$ cat src/rtl/lbp_scan_ctrl_pkg.sv
// Shared definitions for the LBP raster-scan controller: FSM encoding and
// default image geometry.
package lbp_scan_ctrl_pkg;

  typedef enum logic [1:0] {
    ST_IDLE  = 2'd0,
    ST_SCAN  = 2'd1,
    ST_FLUSH = 2'd2,
    ST_DONE  = 2'd3
  } state_t;

  localparam int unsigned DEF_IMG_W  = 128;
  localparam int unsigned DEF_IMG_H  = 128;
  localparam int unsigned DEF_ADDR_W = 14;

  localparam int unsigned COL_W = $clog2(DEF_IMG_W);
  localparam int unsigned ROW_W = $clog2(DEF_IMG_H);

endpackage

$ cat src/rtl/lbp_scan_ctrl_up_counter.sv
// Generic up counter with synchronous clear (clear wins over enable).
module up_counter #(
  parameter int unsigned W = 8
) (
  input  logic         clk,
  input  logic         rst,
  input  logic         en,
  input  logic         clr,
  output logic [W-1:0] count
);

  always_ff @(posedge clk or negedge rst) begin
    if (!rst)
      count <= '0;
    else if (clr)
      count <= '0;
    else if (en)
      count <= count + W'(1);
  end

endmodule

$ cat src/rtl/lbp_scan_ctrl.sv
// Raster-scan sequencer for the 3x3 LBP window pipeline: issues pixel reads,
// paces the line buffers and flags complete interior windows.
module lbp_scan_ctrl
  import lbp_scan_ctrl_pkg::*;
#(
  parameter int unsigned IMG_W   = DEF_IMG_W,
  parameter int unsigned IMG_H   = DEF_IMG_H,
  parameter int unsigned ADDR_W  = DEF_ADDR_W,
  parameter int unsigned WIN_LAT = 2
) (
  input  logic              clk,
  input  logic              rst,
  input  logic              gray_ready,
  input  logic              hold,
  output logic              gray_req,
  output logic [ADDR_W-1:0] gray_addr,
  output logic              lb_en,
  output logic              out_valid,
  output logic [ADDR_W-1:0] out_addr,
  output logic              finish
);

  localparam int unsigned CW = $clog2(IMG_W);
  localparam int unsigned RW = $clog2(IMG_H);
  localparam int unsigned FW = $clog2(WIN_LAT + 2);
  localparam logic [CW-1:0] COL_LAST = CW'(IMG_W - 1);
  localparam logic [RW-1:0] ROW_LAST = RW'(IMG_H - 1);

  state_t            state, state_nx;
  logic [CW-1:0]     col;
  logic [RW-1:0]     row;
  logic              issue, col_wrap, col_clr, last_px;
  logic [FW-1:0]     flush_cnt;
  logic [RW-1:0]     pix_row;
  logic [CW-1:0]     pix_col;
  logic              cand_vld;
  logic [ADDR_W-1:0] cand_addr;
  logic [WIN_LAT-1:0] vld_pipe;
  logic [ADDR_W-1:0] addr_pipe [WIN_LAT];

  assign issue     = (state == ST_SCAN) && !hold;
  assign col_wrap  = issue && (col == COL_LAST);
  assign col_clr   = col_wrap || (state == ST_IDLE);
  assign last_px   = col_wrap && (row == ROW_LAST);
  assign gray_req  = issue;
  assign gray_addr = ADDR_W'({row, col});
  assign finish    = (state == ST_DONE);

  up_counter #(.W(CW)) u_col (
    .clk   (clk),
    .rst   (rst),
    .en    (issue),
    .clr   (col_clr),
    .count (col)
  );

  always_ff @(posedge clk or negedge rst) begin
    if (!rst)
      row <= '0;
    else if ((state == ST_IDLE) || last_px)
      row <= '0;
    else if (col_wrap)
      row <= row + RW'(1);
  end

  always_comb begin
    state_nx = state;
    unique case (state)
      ST_IDLE:  if (gray_ready) state_nx = ST_SCAN;
      ST_SCAN:  if (last_px) state_nx = ST_FLUSH;
      ST_FLUSH: if (flush_cnt == FW'(WIN_LAT)) state_nx = ST_DONE;
      ST_DONE:  state_nx = ST_IDLE;
      default:  state_nx = ST_IDLE;
    endcase
  end

  always_ff @(posedge clk or negedge rst) begin
    if (!rst) begin
      state     <= ST_IDLE;
      flush_cnt <= '0;
    end else begin
      state     <= state_nx;
      flush_cnt <= (state == ST_FLUSH) ? flush_cnt + FW'(1) : '0;
    end
  end

  // Coordinates ride with the read so they line up with gray_data on lb_en.
  always_ff @(posedge clk or negedge rst) begin
    if (!rst) begin
      lb_en   <= 1'b0;
      pix_row <= '0;
      pix_col <= '0;
    end else begin
      lb_en <= issue;
      if (issue) begin
        pix_row <= row;
        pix_col <= col;
      end
    end
  end

  // Pixel (r,c) closes the window centred on (r-1,c-1); interior iff r,c >= 2.
  assign cand_vld  = lb_en && (pix_row >= RW'(2)) && (pix_col >= CW'(2));
  assign cand_addr = ADDR_W'({pix_row - RW'(1), pix_col - CW'(1)});

  always_ff @(posedge clk or negedge rst) begin
    if (!rst) begin
      vld_pipe  <= '0;
      addr_pipe <= '{default: '0};
    end else begin
      vld_pipe[0] <= cand_vld;
      if (cand_vld)
        addr_pipe[0] <= cand_addr;
      for (int unsigned i = 1; i < WIN_LAT; i++) begin
        vld_pipe[i] <= vld_pipe[i-1];
        if (vld_pipe[i-1])
          addr_pipe[i] <= addr_pipe[i-1];
      end
    end
  end

  assign out_valid = vld_pipe[WIN_LAT-1];
  assign out_addr  = addr_pipe[WIN_LAT-1];

endmodule

$ cat config.mk
export PLATFORM = sky130hd
export DESIGN_NAME = lbp_scan_ctrl
export DESIGN_NICKNAME = d
export VERILOG_FILES = /design/src/rtl/lbp_scan_ctrl_pkg.sv /design/src/rtl/lbp_scan_ctrl_up_counter.sv /design/src/rtl/lbp_scan_ctrl.sv
export SDC_FILE = /design/constraint.sdc
export NUM_CORES = 1
export LEC_CHECK = 0
export CELL_PAD_IN_SITES_DETAIL_PLACEMENT = 1
export CELL_PAD_IN_SITES_GLOBAL_PLACEMENT = 2
export CORE_MARGIN = 3
export CORE_UTILIZATION = 39
export DETAILED_ROUTE_END_ITERATION = 7
export MAX_ROUTING_LAYER = met4
export PLACE_DENSITY_LB_ADDON = 0.3
export SYNTH_ARGS = -nofsm -noshare
export SYNTH_HDL_FRONTEND = slang
export SYNTH_SLANG_ARGS = --single-unit
$ cat constraint.sdc
create_clock -name clk -period 5.1 [get_ports clk]
set_input_delay 1.53 -clock clk [delete_from_list [all_inputs] [get_ports clk]]
set_output_delay 1.53 -clock clk [all_outputs]
set_load 0.02 [all_outputs]
==> flow_summary.ini <==
[drt]
postRouteAntennaNets = 0
wire_per_inst_um = 15.2
vias = 1960
drc = 0
drt_first_iter_violations = 104
routed_wl_um = 6150
viasPerCell = 4.85
dr.pass1.iters = 4

[critical_path]
reg2regPathDepth = 6
worstPathCellList = clkdlybuf4s50_1 > nand2b_1 > inv_1 > clkdlybuf4s50_1
critPathTopFamily = buffers and inverters
crit_buf_inv = 3
crit_top_cell = clkdlybuf4s50_1
crit_required_ps = 3570
cp_slowest_stage_delay_ps = 600
cp-start-kind = primary input
path_max_fanout = 3
crit_type = primary input to output pin
arrival_ps = 2810
crit_path_end_kind = output pin
slowest_stage = clkdlybuf4s50_1
crit_cells = 4

[clocking]
htreeDepth = 3
clk_pin_slew_worst_paths_ps = 70
ctsResizeCount = 0
insertion_delay_ps = 330
cts_tree = done
clockBufferDepth = 2
numCtsBuffers = 9
root_buffer = clkbuf_8
cts_sinks = 63
cts_setup_buffers = 0
holdBufCountCts = 0

[yosys]
yosysWarnings = 0
netlist_area_um2 = 2990
synthTopCellsByCount = dfrtp_1 (63), nand2_1 (47), mux2_2 (19), nor2_1 (18), inv_1 (15)
async_reset_ff_share_pct = 100
syn-instance-count = 273
synth.area.top_cells = dfrtp_1 (53%), mux2_2 (7.2%), nand2_1 (5.9%)
synth_cell_types = 35
ys_ff_latch = 63
synth_top_area_share_pct = 52.7
syn_nets = 289
yosysMostFrequentCell = dfrtp_1
synth_edf_count = 0
ys.flop_type = dfrtp_1
synth-seq-area-share_pct = 52.7
avgSynthCellArea_um2 = 11.0
synth_area_leader_cell = dfrtp_1

[place]
hpwl_um = 4450
dpl_cell_area_um2 = 3340
io_buffers = 35
gp_congestion = 0.834

[floorplan]
placement_rows = 31
ios = 36
core_area_um2 = 7330
die-area_um2 = 8750
initial_core_util_pct = 40.8
dieHeight_um = 93.6
die_w_um = 93.6

[sta]
fmax_ghz = 0.230
fin_setup_tns_ps = 0
fin_crit_ps = 4340
max_slew_margin_pct = 33.3
rsz0062_at_grt = no
drv_slew = 0
skew_ps = 4.59
hold_viol = 0
setup_viol = 0
tightest_slew_ps = 1000
finalCritPeriodShare_pct = 85.1
whs_ps = 422

[pwr]
ir_worst_vdd_mv = 0.202
leakage_nw = 1.70
powerDensity_nw_per_um2 = 452
power_mw = 1.61

[global_routing]
grt_use_total_pct = 16.5
grt_max_degree = 45
grt_overflow = 0
grt_pass1_wl_um = 10800
grt_pass1_vias = 2137
antenna_found_initial = 0

[hold_path]
hold_class = register to register
min_path_cells = 1

[run_status]
status = finished clean

[final_layout]
num_antenna_cells = 0
final_nets = 317
area_growth_pct = 19.0
fin_util_pct = 48.6
fin_area_um2 = 3560
drive_gt1_share_pct = 15.4

[flow_run]
cap_violations = 0
[cell usage in the layout, fill, tap and decap left out, types with 9 or more instances in the layout]
cell | Yosys | final
clkbuf_8 | 0 | 13
clkdlybuf4s50_1 | 0 | 34
dfrtp_1 | 63 | 63
ha_1 | 12 | 12
inv_1 | 15 | 15
mux2_2 | 19 | 19
nand2_1 | 47 | 47
nor2_1 | 18 | 18
o21ai_0 | 9 | 9
xor2_1 | 12 | 12
[stage by stage]
stage	worst slack (ps)	cells
after floorplan	1330	273
after global placement	743	389
after detailed placement	743	389
after CTS	743	404
after global routing	680	404
final	761	404
[cells by family after synthesis]
family | count (synthesis) | synth area share, %
buffers and inverters | 36 | 6.53
DFF | 63 | 52.7
AOI/OAI and AO/OA | 22 | 4.69
xor gates and xnor gates | 17 | 4.98
and+or+nand+nor | 93 | 14.2
adders and majority gates | 12 | 5.02
muxes | 30 | 11.8
[final timing paths]
check                        startpoint              to  slack, ps
min                        flush_cnt[0]    flush_cnt[0]        420
max reg2reg                    state[1]          row[1]       2780
min in group asynchronous           rst  u_col.count[0]       1360
max in group asynchronous           rst      pix_col[5]       2890
min reg2reg                flush_cnt[0]    flush_cnt[0]        420
max                                hold        gray_req        760
[registers in the layout (all words and copies together) (netlist names)]
signal,cells
state,2
flush_cnt,2
u_col.count,7
pix_col,7
vld_pipe,2
out_addr,14
pix_row,7
row,7
addr_pipe,14
lb_en,1
[routing by layer]
| layer | routed length (µm) | global-route usage [%] | up-vias |
|---|---|---|---|
| met4 | 64 | 7.82 | 0 |
| li1 | - | - | 953 |
| met5 | 0 | - | - |
| met2 | 2890 | 25.3 | 33 |
| met1 | 3030 | 21.1 | 970 |
| met3 | 154 | 3.30 | 4 |
[area by class of cell]
class,count,area [µm²]
Fill cell,814,3770
Sequential cell,63,1580
Multi-Input combinational cell,174,1220
Timing Repair Buffer,38,368
Clock buffer,13,179
Tap cell,99,124
Inverter,15,56.3
Clock inverter,2,37.5
[report_power, final]
group	total, mW	internal (mW)	switching (mW)
sequential	0.666	0.600	0.0661
clock	0.459	0.277	0.182
combinational	0.484	0.226	0.258
total	1.61	1.10	0.506
Note: power is estimated with default switching activity, not from simulation.
